[src/rtl/ddr_tx_sequencer.sv]
// ddr_tx_sequencer
// Frame-level controller for the HDR-DDR tx serializer. Walks one transfer
// through command, write-data, CRC and Restart/Exit phases by presenting a
// mode code to the serializer and advancing on each mode_done pulse. Owns
// the register-file read pointer and the remaining data-word counter.
module ddr_tx_sequencer #(
    parameter int WC_W  = 8,
    parameter int RF_AW = 6
) (
    input  logic             i_sys_clk,
    input  logic             i_sys_rst,
    input  logic             i_start,
    input  logic             i_rnw,
    input  logic [WC_W-1:0]  i_word_count,
    input  logic [RF_AW-1:0] i_regf_base_addr,
    input  logic             i_restart_req,
    input  logic             i_abort,
    input  logic             i_tx_mode_done,
    input  logic             i_rx_done,
    output logic             o_tx_en,
    output logic [3:0]       o_tx_mode,
    output logic             o_crc_en,
    output logic             o_regf_rd_en,
    output logic [RF_AW-1:0] o_regf_rd_addr,
    output logic             o_rx_start,
    output logic             o_busy,
    output logic             o_done,
    output logic             o_aborted
);

    // Serializer mode codes
    localparam logic [3:0] M_CMD  = 4'h0;
    localparam logic [3:0] M_SPRE = 4'h1;
    localparam logic [3:0] M_ONE  = 4'h2;
    localparam logic [3:0] M_ZERO = 4'h3;
    localparam logic [3:0] M_BYTE = 4'h4;
    localparam logic [3:0] M_CPAR = 4'h5;
    localparam logic [3:0] M_DPAR = 4'h6;
    localparam logic [3:0] M_CTOK = 4'h7;
    localparam logic [3:0] M_RST  = 4'h8;
    localparam logic [3:0] M_EXIT = 4'h9;
    localparam logic [3:0] M_ADDR = 4'hA;
    localparam logic [3:0] M_CVAL = 4'hB;

    // D_* states carry one data word; C_* states are the CRC preamble.
    typedef enum logic [4:0] {
        S_IDLE,
        S_SPRE,
        S_CMD,
        S_ADDR,
        S_CPAR,
        S_D_ONE,
        S_D_ZERO,
        S_BYTE_HI,
        S_BYTE_LO,
        S_DPAR,
        S_C_ZERO,
        S_C_ONE,
        S_CTOK,
        S_CVAL,
        S_RST,
        S_EXIT,
        S_WAIT_RX
    } state_t;

    state_t           r_state;
    state_t           w_nxt;
    logic             w_start;
    logic             w_abort;
    logic             w_step;
    logic             w_last_word;

    logic             r_tx_en;
    logic [3:0]       r_tx_mode;
    logic             r_crc_en;
    logic             r_rd_en;
    logic [RF_AW-1:0] r_rd_addr;
    logic             r_rx_start;
    logic             r_busy;
    logic             r_done;
    logic             r_aborted;
    logic             r_rnw;
    logic [WC_W-1:0]  r_words_left;

    // Mode code presented to the serializer while sitting in a state.
    function automatic logic [3:0] f_mode(input state_t s);
        logic [3:0] m;
        m = M_CMD;
        case (s)
            S_SPRE:              m = M_SPRE;
            S_CMD:               m = M_CMD;
            S_ADDR:              m = M_ADDR;
            S_CPAR:              m = M_CPAR;
            S_D_ONE,   S_C_ONE:  m = M_ONE;
            S_D_ZERO,  S_C_ZERO: m = M_ZERO;
            S_BYTE_HI, S_BYTE_LO: m = M_BYTE;
            S_DPAR:              m = M_DPAR;
            S_CTOK:              m = M_CTOK;
            S_CVAL:              m = M_CVAL;
            S_RST:               m = M_RST;
            S_EXIT:              m = M_EXIT;
            default:             m = M_CMD;
        endcase
        return m;
    endfunction

    // Serializer is idle in IDLE and while the rx path owns the bus.
    function automatic logic f_tx_en(input state_t s);
        return (s != S_IDLE) && (s != S_WAIT_RX);
    endfunction

    // CRC covers the command/address words and every data byte.
    function automatic logic f_crc_en(input state_t s);
        return (s == S_CMD) || (s == S_ADDR) || (s == S_BYTE_HI) || (s == S_BYTE_LO);
    endfunction

    function automatic logic f_is_byte(input state_t s);
        return (s == S_BYTE_HI) || (s == S_BYTE_LO);
    endfunction

    // Next-state selection; abort outranks a coincident mode_done.
    always_comb begin
        w_nxt       = r_state;
        w_start     = 1'b0;
        w_abort     = 1'b0;
        w_step      = 1'b0;
        w_last_word = (r_words_left == {{(WC_W-1){1'b0}}, 1'b1});
        if (r_state == S_IDLE) begin
            if (i_start) begin
                w_start = 1'b1;
                w_nxt   = S_SPRE;
            end
        end else if (i_abort && (r_state != S_EXIT)) begin
            w_abort = 1'b1;
            w_nxt   = S_EXIT;
        end else if (r_state == S_WAIT_RX) begin
            if (i_rx_done) w_nxt = S_EXIT;
        end else if (r_tx_en && i_tx_mode_done) begin
            w_step = 1'b1;
            case (r_state)
                S_SPRE:    w_nxt = S_CMD;
                S_CMD:     w_nxt = S_ADDR;
                S_ADDR:    w_nxt = S_CPAR;
                S_CPAR: begin
                    if (r_rnw)
                        w_nxt = S_WAIT_RX;
                    else if (r_words_left == '0)
                        w_nxt = S_C_ZERO;
                    else
                        w_nxt = S_D_ONE;
                end
                S_D_ONE:   w_nxt = S_D_ZERO;
                S_D_ZERO:  w_nxt = S_BYTE_HI;
                S_BYTE_HI: w_nxt = S_BYTE_LO;
                S_BYTE_LO: w_nxt = S_DPAR;
                S_DPAR:    w_nxt = w_last_word ? S_C_ZERO : S_D_ONE;
                S_C_ZERO:  w_nxt = S_C_ONE;
                S_C_ONE:   w_nxt = S_CTOK;
                S_CTOK:    w_nxt = S_CVAL;
                S_CVAL:    w_nxt = i_restart_req ? S_RST : S_EXIT;
                S_RST:     w_nxt = S_IDLE;
                S_EXIT:    w_nxt = S_IDLE;
                default:   w_nxt = S_IDLE;
            endcase
        end
    end

    // State register plus registered outputs derived from the next state,
    // so the new mode is on the pins the cycle the state is entered.
    always_ff @(posedge i_sys_clk or posedge i_sys_rst) begin
        if (i_sys_rst) begin
            r_state      <= S_IDLE;
            r_tx_en      <= 1'b0;
            r_tx_mode    <= 4'h0;
            r_crc_en     <= 1'b0;
            r_rd_en      <= 1'b0;
            r_rd_addr    <= '0;
            r_rx_start   <= 1'b0;
            r_busy       <= 1'b0;
            r_done       <= 1'b0;
            r_aborted    <= 1'b0;
            r_rnw        <= 1'b0;
            r_words_left <= '0;
        end else begin
            r_state    <= w_nxt;
            r_tx_en    <= f_tx_en(w_nxt);
            r_tx_mode  <= f_mode(w_nxt);
            r_crc_en   <= f_crc_en(w_nxt);
            r_busy     <= (w_nxt != S_IDLE);
            r_rd_en    <= f_is_byte(w_nxt) && (w_nxt != r_state);
            r_rx_start <= (w_nxt == S_WAIT_RX) && (r_state != S_WAIT_RX);
            r_done     <= (w_nxt == S_IDLE) && (r_state != S_IDLE);
            if (w_start) begin
                r_rnw        <= i_rnw;
                r_words_left <= i_word_count;
                r_rd_addr    <= i_regf_base_addr;
                r_aborted    <= 1'b0;
            end else begin
                if (w_abort) r_aborted <= 1'b1;
                // Pointer moves past a byte once it has been shifted out.
                if (w_step && f_is_byte(r_state))
                    r_rd_addr <= r_rd_addr + {{(RF_AW-1){1'b0}}, 1'b1};
                // One word fewer remaining after its parity is sent.
                if (w_step && (r_state == S_DPAR))
                    r_words_left <= r_words_left - {{(WC_W-1){1'b0}}, 1'b1};
            end
        end
    end

    assign o_tx_en        = r_tx_en;
    assign o_tx_mode      = r_tx_mode;
    assign o_crc_en       = r_crc_en;
    assign o_regf_rd_en   = r_rd_en;
    assign o_regf_rd_addr = r_rd_addr;
    assign o_rx_start     = r_rx_start;
    assign o_busy         = r_busy;
    assign o_done         = r_done;
    assign o_aborted      = r_aborted;

endmodule

[config.mk]
export PLATFORM = sky130hd
export DESIGN_NAME = ddr_tx_sequencer
export DESIGN_NICKNAME = d
export VERILOG_FILES = /design/src/rtl/ddr_tx_sequencer.sv
export SDC_FILE = /design/constraint.sdc
export NUM_CORES = 1
export LEC_CHECK = 0
export ABC_AREA = 1
export BUFFER_PORTS_ARGS = -buffer_cell sky130_fd_sc_hd__buf_2
export CAP_MARGIN = 20
export CORE_MARGIN = 1
export CORE_UTILIZATION = 60
export CTS_CLUSTER_DIAMETER = 60
export DETAILED_ROUTE_END_ITERATION = 10
export HOLD_SLACK_MARGIN = 0.02
export PLACE_DENSITY = 0.85
export SYNTH_ARGS = -nofsm -noshare
export SYNTH_HDL_FRONTEND = slang
export SYNTH_SLANG_ARGS = --single-unit
[constraint.sdc]
create_clock -name i_sys_clk -period 3.7 [get_ports i_sys_clk]
set_input_delay 0.185 -clock i_sys_clk [delete_from_list [all_inputs] [get_ports i_sys_clk]]
set_output_delay 0.185 -clock i_sys_clk [all_outputs]
set_load 0.005 [all_outputs]
==> impl_metrics.xml, run 1 <==
<?xml version="1.0" encoding="UTF-8"?>
<metrics>
  <group name="grt">
    <metric name="grt_pass1_wl" unit="um">9270</metric>
    <metric name="grt.overflow.total" unit="">0</metric>
    <metric name="grt_max_degree" unit="">32</metric>
    <metric name="number_of_antenna_violations_at_the_first_check_in_global_routing" unit="">0</metric>
    <metric name="vias_in_the_first_global_route" unit="">2107</metric>
    <metric name="grt_use_total" unit="%">29.8</metric>
  </group>
  <group name="synthesis">
    <metric name="synth.yosys.seq_area_share" unit="%">35.3</metric>
    <metric name="ys_top_cells_by_count" unit="">78 x sky130_fd_sc_hd__nand2_1, 38 x sky130_fd_sc_hd__nor2_1, 31 x sky130_fd_sc_hd__dfrtp_1</metric>
    <metric name="yosysWarningCount" unit="">0</metric>
    <metric name="synth-seq-cells" unit="">31</metric>
    <metric name="yosys.cell_count.top_type" unit="">sky130_fd_sc_hd__nand2_1</metric>
    <metric name="synth_enable_flop_cells" unit="">0</metric>
    <metric name="post_synthesis_cell_type_count" unit="">37</metric>
    <metric name="syn_inst" unit="">308</metric>
    <metric name="synth_top_cells_by_area" unit="">sky130_fd_sc_hd__dfrtp_1 35%, sky130_fd_sc_hd__nand2_1 13%, sky130_fd_sc_hd__nor2_1 6.5%</metric>
    <metric name="avgSynthCellArea" unit="um2">7.14</metric>
    <metric name="synthesis.nets" unit="">340</metric>
    <metric name="yosys.area.top_type_share" unit="%">35.3</metric>
    <metric name="post_synth_instance_area" unit="mm2">0.00220</metric>
    <metric name="synth-main-ff-cell" unit="">sky130_fd_sc_hd__dfrtp_1</metric>
    <metric name="synth-async-reset-ratio" unit="%">100</metric>
    <metric name="synth_top_area_cell" unit="">sky130_fd_sc_hd__dfrtp_1</metric>
  </group>
  <group name="critical_path">
    <metric name="critical_path_startpoint_category" unit="">register</metric>
    <metric name="timing.critical_path.fanout_max" unit="">12</metric>
    <metric name="arrival" unit="ps">2780</metric>
    <metric name="critPathRequiredTime" unit="ps">3960</metric>
    <metric name="setup_cp_type" unit="">register to register</metric>
    <metric name="crit_path_frequent_cell" unit="">sky130_fd_sc_hd__nand2_1</metric>
    <metric name="critical-path-max-stage-delay" unit="ps">460</metric>
    <metric name="critPathCaptureType" unit="">register</metric>
    <metric name="timing.critical_path.slowest_stage_cell" unit="">sky130_fd_sc_hd__dfrtp_1</metric>
    <metric name="crit_path_cell_trace" unit="">inv_2 -&gt; nand2_1 -&gt; nor2_1 -&gt; nand2_1 -&gt; and3_4 -&gt; nand3_1 -&gt; nand2_1 -&gt; inv_1 -&gt; ha_1 -&gt; inv_1 -&gt; o21ai_1 -&gt; nand2_1 -&gt; nor2_1</metric>
  </group>
  <group name="timing">
    <metric name="totalNegativeSetupSlack" unit="ps">0</metric>
    <metric name="tightest_slew" unit="ps">505</metric>
    <metric name="rsz0062_at_grt" unit="">no</metric>
    <metric name="timing.final.ws_setup" unit="ps">1190</metric>
    <metric name="clock-skew-final" unit="ps">12.2</metric>
    <metric name="final-setup-viol-count" unit="">0</metric>
    <metric name="final_critical_path_share_of_the_clock_period" unit="%">67.9</metric>
    <metric name="timing_max_transition_violations_final" unit="">0</metric>
    <metric name="relSlewSlack" unit="%">66.3</metric>
    <metric name="max_clock_freq" unit="MHz">398</metric>
    <metric name="total_count_of_hold_check_failures_in_the_final_report" unit="">0</metric>
    <metric name="layout_min_cycle_time" unit="ps">2510</metric>
  </group>
  <group name="cts">
    <metric name="cts_buffers" unit="">5</metric>
    <metric name="cts_max_level" unit="">2</metric>
    <metric name="cts_root_buffer" unit="">sky130_fd_sc_hd__clkbuf_4</metric>
    <metric name="cts_tree" unit="">done</metric>
    <metric name="cts_setup_buffers" unit="">0</metric>
    <metric name="number_of_buffers_on_the_longest_clock_path" unit="">2</metric>
    <metric name="number_of_gates_resized_after_cts" unit="">0</metric>
    <metric name="clock_sinks" unit="">31</metric>
    <metric name="insertion_delay" unit="ps">340</metric>
    <metric name="number_of_hold_buffers_added_after_cts" unit="">1</metric>
    <metric name="clock_pin_transition_on_the_worst_setup_and_hold_timing_paths" unit="ps">100</metric>
  </group>
  <group name="cells_and_area">
    <metric name="fin_nets" unit="">383</metric>
    <metric name="instances_no_fill" unit="">398</metric>
    <metric name="drive_above_1_share" unit="%">24.7</metric>
    <metric name="antenna_cells" unit="">0</metric>
    <metric name="final_core_utilization" unit="%">73.3</metric>
    <metric name="syn_to_final_growth" unit="%">13.9</metric>
  </group>
  <group name="route">
    <metric name="detailedRoute.firstIterationViolations" unit="">152</metric>
    <metric name="first_pass_iteration_count_of_the_detailed_router" unit="">4</metric>
    <metric name="routedWlPerCell" unit="um">13.3</metric>
    <metric name="drcViolationCount" unit="">0</metric>
    <metric name="detail_route.wirelength" unit="um">5280</metric>
    <metric name="detail-route-antenna-nets" unit="">0</metric>
    <metric name="via_per_inst" unit="">5.40</metric>
    <metric name="num_vias" unit="">2148</metric>
  </group>
  <group name="floorplan">
    <metric name="die_x" unit="um">62.5</metric>
    <metric name="start_util" unit="%">64.4</metric>
    <metric name="rows" unit="">21</metric>
    <metric name="io_pins" unit="">39</metric>
    <metric name="die_height" unit="um">62.5</metric>
    <metric name="floorplan.die_area" unit="mm2">0.00391</metric>
    <metric name="core" unit="mm2">0.00342</metric>
  </group>
  <group name="job">
    <metric name="max_capacitance_violation_total" unit="">0</metric>
  </group>
  <group name="placed_design">
    <metric name="place.gp.congestion" unit="">0.976</metric>
    <metric name="dp_hpwl" unit="um">4010</metric>
    <metric name="port_buffers" unit="">38</metric>
    <metric name="pre_cts_ws" unit="ps">1220</metric>
    <metric name="count_of_placed_standard_cells_including_taps" unit="">389</metric>
  </group>
  <group name="min_path">
    <metric name="hold_class" unit="">input pin to register</metric>
  </group>
  <group name="pwr">
    <metric name="p_total" unit="mW">1.95</metric>
    <metric name="max-vdd-ir-drop" unit="mV">0.529</metric>
    <metric name="leakage_power" unit="nW">1.31</metric>
    <metric name="power.density_cell_area" unit="mW/mm2">778</metric>
  </group>
  <group name="outcome">
    <metric name="run_status" unit="">finished, final reports clean</metric>
  </group>
</metrics>
stage by stage:
step           cell area [um2]  hold WS (ps)
6_report                  2500          57.9
4_1_cts                   2500          56.7
3_3_place_gp              2440           282
5_1_grt                   2500          77.1
3_5_place_dp              2440           284
2_1_floorplan             2200           289
cells in the final DEF, fill, tap and decap left out, types with 3 or more instances in the layout:
cell                       netlist  final
sky130_fd_sc_hd__nand2_1        78     78
sky130_fd_sc_hd__nor2_1         38     38
sky130_fd_sc_hd__buf_2           2     38
sky130_fd_sc_hd__dfrtp_1        31     31
sky130_fd_sc_hd__inv_1          30     30
sky130_fd_sc_hd__nand3_1        28     28
sky130_fd_sc_hd__o21ai_0        13     13
sky130_fd_sc_hd__inv_2          12     12
sky130_fd_sc_hd__ha_1           10     10
sky130_fd_sc_hd__a31oi_1         6      6
sky130_fd_sc_hd__nand2_2         6      6
sky130_fd_sc_hd__o211ai_1        6      6
sky130_fd_sc_hd__nor3_1          5      5
sky130_fd_sc_hd__clkbuf_4        0      5
sky130_fd_sc_hd__nor2_2          4      4
sky130_fd_sc_hd__a21oi_1         4      4
sky130_fd_sc_hd__nand4_1         4      4
sky130_fd_sc_hd__nor2_4          3      3
sky130_fd_sc_hd__nand2_4         3      3
layout make-up:
class | count | area, um2
clock buffer | 6 | 41.3
clock inverter | 2 | 12.5
fill | 299 | 912
inverter | 42 | 158
multi-input combinational | 230 | 1240
sequential | 31 | 776
tap | 46 | 57.6
timing repair buffer | 41 | 215
kinds of logic after synthesis:
logic type	Yosys count	synth area share [%]
xor gates and xnor gates	1	0.398
DFF	31	35.3
and+or+nand+nor	178	38.4
adders and majority gates	10	5.69
muxes	1	0.512
AOI/OAI and AO/OA	40	11.6
buffers and inverters	47	8.14
sequential cells by signal, indices dropped and copies added (netlist names):
signal,cells
r_words_left,8
o_regf_rd_addr,6
r_state,5
o_tx_mode,4
o_aborted,1
o_busy,1
o_crc_en,1
o_done,1
o_regf_rd_en,1
o_rx_start,1
o_tx_en,1
r_rnw,1
power breakdown:
part           switching, mW  total (mW)  internal [mW]
sequential             0.128       0.605          0.477
combinational          0.722        1.14          0.423
clock                  0.125       0.198         0.0733
path summary, 6_finish.rpt:
path                                  from  cells past startpoint  slack, ps           end
worst max-delay path            r_state[3]                     13       1190  o_regf_rd_en
worst min-delay path                 i_rnw                      3         60         r_rnw
worst max register to register  r_state[3]                     13       1190  o_regf_rd_en
worst min register to register   o_aborted                      1        530     o_aborted
max in group asynchronous        i_sys_rst                      4       2950    r_state[3]
min in group asynchronous        i_sys_rst                      4        450  o_tx_mode[2]
critical path, delay by kind of cell (launching register included):
| family | cells | cell delay [ps] |
|---|---|---|
| adders and majority gates | 1 | 210 |
| AOI/OAI and AO/OA | 1 | 130 |
| buffers and inverters | 3 | 350 |
| and+or+nand+nor | 8 | 1310 |
| DFF | 1 | 460 |
layer usage:
metal  GRT usage, %  share of wire, %
met4           12.8               1.8
met3           5.11               4.1
met2           48.0                47
met1           39.4                47
met5              0                 0
Note: power is estimated with default switching activity, not from simulation.
==> run 2, diff against run 1 <==
Settings changed: ABC_AREA 1 to 0, CORE_UTILIZATION 60 to 56, PLACE_DENSITY 0.85 to 0.8.
Clock period 3.7 ns to 2.4 ns, I/O delays scaled along.
==> run 2 against run 1 <==
The run now ends with negative setup slack left. Clock power grew to 2.8 times the previous value. Utilization grew 9.5 points. Worst hold slack is essentially flat. Die area grew 3.5%. Combinational power grew 110%. Highest routed layer unchanged.
==> impl_metrics.xml, run 2 <==
<?xml version="1.0" encoding="UTF-8"?>
<metrics>
  <group name="outcome">
    <metric name="run_status" unit="">finished, violations left</metric>
    <metric name="violations" unit="">negative setup slack</metric>
  </group>
  <group name="synthesis">
    <metric name="yosysWarningCount" unit="">0</metric>
    <metric name="synthesis.nets" unit="">272</metric>
    <metric name="synth-async-reset-ratio" unit="%">100</metric>
    <metric name="synth.yosys.seq_area_share" unit="%">36.5</metric>
    <metric name="synth-main-ff-cell" unit="">sky130_fd_sc_hd__dfrtp_1</metric>
    <metric name="yosys.area.top_type_share" unit="%">36.5</metric>
    <metric name="synth_top_area_cell" unit="">sky130_fd_sc_hd__dfrtp_1</metric>
    <metric name="syn_inst" unit="">240</metric>
    <metric name="synth_top_cells_by_area" unit="">sky130_fd_sc_hd__dfrtp_1 36%, sky130_fd_sc_hd__ha_1 5.9%, sky130_fd_sc_hd__nor2_1 5.8%</metric>
    <metric name="avgSynthCellArea" unit="um2">8.86</metric>
    <metric name="post_synth_instance_area" unit="mm2">0.00213</metric>
    <metric name="synth-seq-cells" unit="">31</metric>
    <metric name="post_synthesis_cell_type_count" unit="">57</metric>
    <metric name="ys_top_cells_by_count" unit="">33 x sky130_fd_sc_hd__nor2_1, 31 x sky130_fd_sc_hd__dfrtp_1, 20 x sky130_fd_sc_hd__a21oi_1</metric>
    <metric name="synth_enable_flop_cells" unit="">0</metric>
    <metric name="yosys.cell_count.top_type" unit="">sky130_fd_sc_hd__nor2_1</metric>
  </group>
  <group name="cells_and_area">
    <metric name="drive_above_1_share" unit="%">45.6</metric>
    <metric name="layout_cell_area_excl_fill" unit="mm2">0.00303</metric>
    <metric name="layout_commonest_cell" unit="">sky130_fd_sc_hd__buf_4</metric>
    <metric name="commonest_cells_after_routing_fill_and_taps_aside" unit="">63 x sky130_fd_sc_hd__buf_4, 38 x sky130_fd_sc_hd__buf_2, 30 x sky130_fd_sc_hd__nor2_1</metric>
    <metric name="syn_to_final_growth" unit="%">42.6</metric>
    <metric name="antenna_cells" unit="">0</metric>
    <metric name="largest_register_ff_count" unit="">8</metric>
    <metric name="fin_nets" unit="">371</metric>
    <metric name="final_core_utilization" unit="%">82.8</metric>
    <metric name="instances_no_fill" unit="">388</metric>
    <metric name="max_flop_register" unit="">r_words_left</metric>
  </group>
  <group name="route">
    <metric name="first_pass_iteration_count_of_the_detailed_router" unit="">4</metric>
    <metric name="num_vias" unit="">2291</metric>
    <metric name="drcViolationCount" unit="">0</metric>
    <metric name="via_per_inst" unit="">5.90</metric>
    <metric name="detailedRoute.firstIterationViolations" unit="">139</metric>
    <metric name="routedWlPerCell" unit="um">17.6</metric>
    <metric name="detail_route.wirelength" unit="um">6830</metric>
    <metric name="detail-route-antenna-nets" unit="">0</metric>
  </group>
  <group name="critical_path">
    <metric name="setup_cp_type" unit="">register to register</metric>
    <metric name="critical_path.reg2reg.startpoint" unit="">r_state[2]</metric>
    <metric name="critical_path.reg2reg.endpoint" unit="">o_regf_rd_en</metric>
    <metric name="crit_path_cell_trace" unit="">and3_1 -&gt; or4_4 -&gt; buf_4 -&gt; o2111ai_1 -&gt; mux2_2 -&gt; nand3_1 -&gt; a2111oi_1 -&gt; a311oi_1</metric>
    <metric name="worstPathBufferInverterCount" unit="">1</metric>
    <metric name="critPathCaptureType" unit="">register</metric>
    <metric name="reg2reg_setup_slack" unit="ps">-130</metric>
    <metric name="arrival" unit="ps">2660</metric>
    <metric name="crit_cells" unit="">8</metric>
    <metric name="critical-path-max-stage-delay" unit="ps">520</metric>
    <metric name="timing.critical_path.slowest_stage_cell" unit="">sky130_fd_sc_hd__a2111oi_1</metric>
    <metric name="cp_top_family" unit="">simple AND/OR/NAND/NOR gates</metric>
    <metric name="depth_of_the_most_critical_reg_to_reg_path" unit="">8</metric>
    <metric name="timing.critical_path.fanout_max" unit="">9</metric>
    <metric name="critPathRequiredTime" unit="ps">2540</metric>
    <metric name="critical_path_startpoint_category" unit="">register</metric>
  </group>
  <group name="cts">
    <metric name="cts_root_buffer" unit="">sky130_fd_sc_hd__clkbuf_8</metric>
    <metric name="cts_tree" unit="">done</metric>
    <metric name="cts_buffers" unit="">5</metric>
    <metric name="number_of_buffers_on_the_longest_clock_path" unit="">2</metric>
    <metric name="clock_sinks" unit="">31</metric>
    <metric name="insertion_delay" unit="ps">290</metric>
    <metric name="cts_max_level" unit="">2</metric>
    <metric name="clock_pin_transition_on_the_worst_setup_and_hold_timing_paths" unit="ps">70</metric>
  </group>
  <group name="timing">
    <metric name="totalNegativeSetupSlack" unit="ps">-522</metric>
    <metric name="clock-skew-final" unit="ps">6.81</metric>
    <metric name="relSlewSlack" unit="%">58.8</metric>
    <metric name="timing_max_transition_violations_final" unit="">0</metric>
    <metric name="rsz0062_at_grt" unit="">yes</metric>
    <metric name="layout_min_cycle_time" unit="ps">2530</metric>
    <metric name="final.hold.worst_slack" unit="ps">57.5</metric>
    <metric name="max_clock_freq" unit="MHz">396</metric>
    <metric name="final_critical_path_share_of_the_clock_period" unit="%">105</metric>
    <metric name="final-setup-viol-count" unit="">5</metric>
    <metric name="timing.final.ws_setup" unit="ps">-125</metric>
    <metric name="total_count_of_hold_check_failures_in_the_final_report" unit="">0</metric>
    <metric name="tightest_slew" unit="ps">616</metric>
  </group>
  <group name="min_path">
    <metric name="timing.hold.worst_endpoint" unit="">r_words_left[1]</metric>
    <metric name="worstHoldPathCells" unit="">2</metric>
    <metric name="hold_class" unit="">input pin to register</metric>
    <metric name="min-delay-start" unit="">i_word_count[1]</metric>
  </group>
  <group name="grt">
    <metric name="vias_in_the_first_global_route" unit="">2135</metric>
    <metric name="number_of_antenna_violations_at_the_first_check_in_global_routing" unit="">0</metric>
    <metric name="grt_max_degree" unit="">32</metric>
    <metric name="grt_pass1_wl" unit="um">10200</metric>
    <metric name="grt.overflow.total" unit="">0</metric>
    <metric name="grt_use_total" unit="%">33.6</metric>
  </group>
  <group name="floorplan">
    <metric name="die_height" unit="um">63.6</metric>
    <metric name="start_util" unit="%">58.1</metric>
    <metric name="floorplan.die_area" unit="mm2">0.00405</metric>
    <metric name="rows" unit="">22</metric>
    <metric name="die_x" unit="um">63.6</metric>
    <metric name="core" unit="mm2">0.00366</metric>
    <metric name="io_pins" unit="">39</metric>
  </group>
  <group name="placed_design">
    <metric name="dp_hpwl" unit="um">4540</metric>
    <metric name="place.gp.congestion" unit="">0.954</metric>
    <metric name="count_of_placed_standard_cells_including_taps" unit="">372</metric>
    <metric name="pre_cts_ws" unit="ps">-117</metric>
    <metric name="placedInstanceArea" unit="mm2">0.00276</metric>
    <metric name="port_buffers" unit="">38</metric>
  </group>
  <group name="pwr">
    <metric name="power.density_cell_area" unit="mW/mm2">1300</metric>
    <metric name="max-vdd-ir-drop" unit="mV">0.914</metric>
    <metric name="leakage_power" unit="nW">1.39</metric>
    <metric name="p_total" unit="mW">3.93</metric>
  </group>
  <group name="job">
    <metric name="max_capacitance_violation_total" unit="">0</metric>
  </group>
</metrics>
## run 2: cell count changes after synthesis, sizes merged, moves of 6 or more
cell,change
nand3,-22
xnor2,+8
a21oi,+16
o211ai,-6
nor2,-11
inv,-30
buf,+6
nand2,-70
## run 2: layout make-up
cell class	instances	area, um2
repair buffers	102	673
fillers	219	628
clock buffers	6	82.6
inverters	12	45.0
multi-input cells	187	1360
flip-flops and latches	31	781
well taps	48	60.1
clock inverters	2	35.0
## run 2: how the worst max path moves through the flow
stage                         to            start  slack, ps
finish              o_regf_rd_en       r_state[2]       -130
global route        o_tx_mode[1]  r_words_left[3]       -210
CTS                 o_tx_mode[1]  r_words_left[1]        -40
detailed placement  o_tx_mode[1]       r_state[3]       -120
global placement    o_tx_mode[1]       r_state[3]        -90
floorplan           o_tx_mode[2]  r_words_left[3]       -170
## run 2: kinds of logic (layout without fill, tap and decap cells)
logic type / Yosys count / count (layout) / synth area share, %
compound gates: 62 / 62 / 21.1
xor+xnor: 13 / 13 / 5.35
fa+ha+maj: 10 / 10 / 5.88
buf+inv: 22 / 122 / 4.53
flops: 31 / 31 / 36.5
mux: 8 / 8 / 4.00
simple gates: 94 / 94 / 22.7
## run 2: what timing repair did
| item | in CTS | in global routing |
|---|---|---|
| hold buffers | 1 | 0 |
| buffers inserted | 2 | 5 |
| gates resized for setup | 16 | 15 |
| endpoints found under the hold margin | 31 | 0 |
| endpoints found under the setup margin | 5 | 8 |
| pin swaps | 4 | 5 |
## run 2: worst reg2reg max path, stage by stage (launching register included)
cell and delay, ps:
sky130_fd_sc_hd__dfrtp_2 490, sky130_fd_sc_hd__and3_1 230, sky130_fd_sc_hd__or4_4 440, sky130_fd_sc_hd__buf_4 170, sky130_fd_sc_hd__o2111ai_1 70, sky130_fd_sc_hd__mux2_2 180
sky130_fd_sc_hd__nand3_1 110, sky130_fd_sc_hd__a2111oi_1 520, sky130_fd_sc_hd__a311oi_1 180
## run 2: routing by layer
layer	part of all wire [%]	track usage, %	vias to the layer above
met5	0	0	-
met4	4.0	13.1	0
met3	5.8	6.70	29
met2	51	58.2	104
met1	39	40.4	1099
li1	-	-	1059
## run 2: power by group
group          leakage [nW]  total, mW  switching, mW  internal [mW]
Sequential            0.368      0.937          0.203          0.734
Clock                0.0612      0.552          0.216          0.336
Combinational         0.956       2.44           1.24           1.20
==> run 3, diff against run 2 <==
Settings changed: CORE_UTILIZATION 56 to 54, PLACE_DENSITY 0.8 to 0.78.
==> run 3 against run 2 <==
Combinational power rose by 2%. Routed wire length fell by 2.9%. The flow still finishes with violations (negative setup slack). Utilization rose by 0.15 points.
==> impl_metrics.xml, run 3 (synthesized netlist as in run 2, its figures left out) <==
<?xml version="1.0" encoding="UTF-8"?>
<metrics>
  <group name="outcome">
    <metric name="run_status" unit="">finished, violations left</metric>
    <metric name="violations" unit="">negative setup slack</metric>
  </group>
  <group name="placed_design">
    <metric name="port_buffers" unit="">38</metric>
    <metric name="place.gp.congestion" unit="">1.05</metric>
    <metric name="count_of_placed_standard_cells_including_taps" unit="">377</metric>
    <metric name="dp_hpwl" unit="um">4710</metric>
    <metric name="pre_cts_ws" unit="ps">-181</metric>
    <metric name="placedInstanceArea" unit="mm2">0.00280</metric>
  </group>
  <group name="timing">
    <metric name="max_clock_freq" unit="MHz">397</metric>
    <metric name="timing.final.ws_setup" unit="ps">-117</metric>
    <metric name="relSlewSlack" unit="%">72.1</metric>
    <metric name="layout_min_cycle_time" unit="ps">2520</metric>
    <metric name="total_count_of_hold_check_failures_in_the_final_report" unit="">0</metric>
    <metric name="final-setup-viol-count" unit="">8</metric>
    <metric name="rsz0062_at_grt" unit="">yes</metric>
    <metric name="final.hold.worst_slack" unit="ps">72.6</metric>
    <metric name="timing_max_transition_violations_final" unit="">0</metric>
    <metric name="clock-skew-final" unit="ps">4.05</metric>
    <metric name="tightest_slew" unit="ps">406</metric>
    <metric name="final_critical_path_share_of_the_clock_period" unit="%">105</metric>
  </group>
  <group name="grt">
    <metric name="grt_pass1_wl" unit="um">10600</metric>
    <metric name="vias_in_the_first_global_route" unit="">2211</metric>
    <metric name="grt_max_degree" unit="">32</metric>
    <metric name="number_of_antenna_violations_at_the_first_check_in_global_routing" unit="">0</metric>
    <metric name="grt.overflow.total" unit="">0</metric>
    <metric name="grt_use_total" unit="%">33.3</metric>
  </group>
  <group name="route">
    <metric name="num_vias" unit="">2273</metric>
    <metric name="detail-route-antenna-nets" unit="">0</metric>
    <metric name="detail_route.wirelength" unit="um">6640</metric>
    <metric name="drcViolationCount" unit="">0</metric>
    <metric name="detailedRoute.firstIterationViolations" unit="">195</metric>
    <metric name="routedWlPerCell" unit="um">16.8</metric>
    <metric name="first_pass_iteration_count_of_the_detailed_router" unit="">4</metric>
    <metric name="via_per_inst" unit="">5.75</metric>
  </group>
  <group name="cts">
    <metric name="clock_sinks" unit="">31</metric>
    <metric name="number_of_buffers_on_the_longest_clock_path" unit="">2</metric>
    <metric name="cts_root_buffer" unit="">sky130_fd_sc_hd__clkbuf_8</metric>
    <metric name="insertion_delay" unit="ps">280</metric>
    <metric name="cts_max_level" unit="">2</metric>
    <metric name="clock_pin_transition_on_the_worst_setup_and_hold_timing_paths" unit="ps">70</metric>
    <metric name="cts_buffers" unit="">5</metric>
    <metric name="cts_tree" unit="">done</metric>
  </group>
  <group name="cells_and_area">
    <metric name="layout_commonest_cell" unit="">sky130_fd_sc_hd__buf_4</metric>
    <metric name="syn_to_final_growth" unit="%">45.0</metric>
    <metric name="antenna_cells" unit="">0</metric>
    <metric name="max_flop_register" unit="">r_words_left</metric>
    <metric name="commonest_cells_after_routing_fill_and_taps_aside" unit="">69 x sky130_fd_sc_hd__buf_4, 38 x sky130_fd_sc_hd__buf_2, 30 x sky130_fd_sc_hd__nor2_1</metric>
    <metric name="instances_no_fill" unit="">395</metric>
    <metric name="largest_register_ff_count" unit="">8</metric>
    <metric name="layout_cell_area_excl_fill" unit="mm2">0.00308</metric>
    <metric name="fin_nets" unit="">378</metric>
    <metric name="fillerInstances" unit="">225</metric>
    <metric name="drive_above_1_share" unit="%">45.5</metric>
  </group>
  <group name="floorplan">
    <metric name="die_height" unit="um">64.8</metric>
    <metric name="start_util" unit="%">57.2</metric>
    <metric name="rows" unit="">22</metric>
    <metric name="floorplan.die_area" unit="mm2">0.00419</metric>
    <metric name="die_x" unit="um">64.8</metric>
    <metric name="core" unit="mm2">0.00372</metric>
    <metric name="io_pins" unit="">39</metric>
  </group>
  <group name="critical_path">
    <metric name="depth_of_the_most_critical_reg_to_reg_path" unit="">10</metric>
    <metric name="critical_path.reg2reg.endpoint" unit="">o_tx_mode[1]</metric>
    <metric name="critical_path_startpoint_category" unit="">register</metric>
    <metric name="critPathRequiredTime" unit="ps">2590</metric>
    <metric name="critical_path.reg2reg.startpoint" unit="">r_words_left[3]</metric>
    <metric name="critical_path.startpoint" unit="">r_words_left[3]</metric>
    <metric name="arrival" unit="ps">2710</metric>
    <metric name="reg2reg_setup_slack" unit="ps">-120</metric>
    <metric name="critPathCaptureType" unit="">register</metric>
    <metric name="setup_cp_type" unit="">register to register</metric>
    <metric name="timing.critical_path.fanout_max" unit="">3</metric>
  </group>
  <group name="pwr">
    <metric name="p_total" unit="mW">3.97</metric>
    <metric name="power.density_cell_area" unit="mW/mm2">1290</metric>
    <metric name="leakage_power" unit="nW">1.43</metric>
    <metric name="p_int" unit="mW">2.33</metric>
    <metric name="netSwitchingPower" unit="mW">1.64</metric>
    <metric name="share_seq_of_total_power" unit="%">23.7</metric>
    <metric name="pwr-share-comb" unit="%">62.8</metric>
    <metric name="max-vdd-ir-drop" unit="mV">0.836</metric>
    <metric name="swShare" unit="%">41.4</metric>
    <metric name="clkPwrFrac" unit="%">13.5</metric>
  </group>
  <group name="min_path">
    <metric name="min-delay-start" unit="">i_rnw</metric>
    <metric name="timing.hold.worst_endpoint" unit="">r_rnw</metric>
    <metric name="worstHoldPathCells" unit="">2</metric>
    <metric name="hold_class" unit="">input pin to register</metric>
  </group>
  <group name="job">
    <metric name="max_capacitance_violation_total" unit="">0</metric>
  </group>
</metrics>
[run 3: worst max path at each step]
stage              endpoint  cells past startpoint
2_1_floorplan  o_tx_mode[2]                      9
3_3_place_gp     o_rx_start                     11
3_5_place_dp   o_tx_mode[2]                     11
4_1_cts        o_tx_mode[1]                     10
5_1_grt        o_tx_mode[3]                     12
6_report       o_tx_mode[1]                     10
[run 3: final cells by class]
cell class	instances	area [um2]	share of cell area, %
Clock inverter	2	35.0	1.14
Sequential cell	31	782	25.4
Clock buffer	6	82.6	2.68
Timing Repair Buffer	109	729	23.7
Tap cell	48	60.1	1.95
Multi-Input combinational cell	187	1350	43.8
Inverter	12	45.0	1.46
[run 3: what timing repair did]
action,in CTS,in global routing
gates resized for setup,15,11
setup buffers,6,3
hold endpoints to repair,31,0
pin swaps,3,3
hold buffers,1,0
endpoints found under the setup margin,9,9
[run 3: stage by stage]
step	utilization (%)	setup TNS (ps)
2_1_floorplan	-	-337
3_3_place_gp	75.2	-1050
5_1_grt	83.0	-1450
3_5_place_dp	75.2	-1070
6_report	83.0	-509
4_1_cts	81.4	-156
[run 3: worst max-delay path, cell delays in order, from the launching register on]
cell	delay, ps
sky130_fd_sc_hd__dfrtp_1	380
sky130_fd_sc_hd__or3_4	420
sky130_fd_sc_hd__nor4_4	160
sky130_fd_sc_hd__a2bb2oi_2	220
sky130_fd_sc_hd__a31oi_2	140
sky130_fd_sc_hd__o32ai_2	270
sky130_fd_sc_hd__inv_2	90
sky130_fd_sc_hd__ha_1	300
sky130_fd_sc_hd__nor2_1	120
sky130_fd_sc_hd__a21oi_1	90
sky130_fd_sc_hd__a221oi_2	220
[run 3: per-layer routing]
layer  GRT usage, %  wire [um]  up-vias
li1               -          -     1076
met1           40.6       2740     1095
met2           57.7       3450       84
met3           5.99        319       18
met4           12.8        126        0
met5              0          0        -
[run 3: power groups by stage]
stage | Sequential (mW) | Combinational, mW | Clock, mW
2_1_floorplan | 0.891 | 1.22 | 0
3_3_place_gp | 0.905 | 2.14 | 0
3_5_place_dp | 0.919 | 2.20 | 0
4_1_cts | 0.925 | 2.35 | 0.546
5_1_grt | 0.959 | 2.70 | 0.567
6_report | 0.940 | 2.50 | 0.537
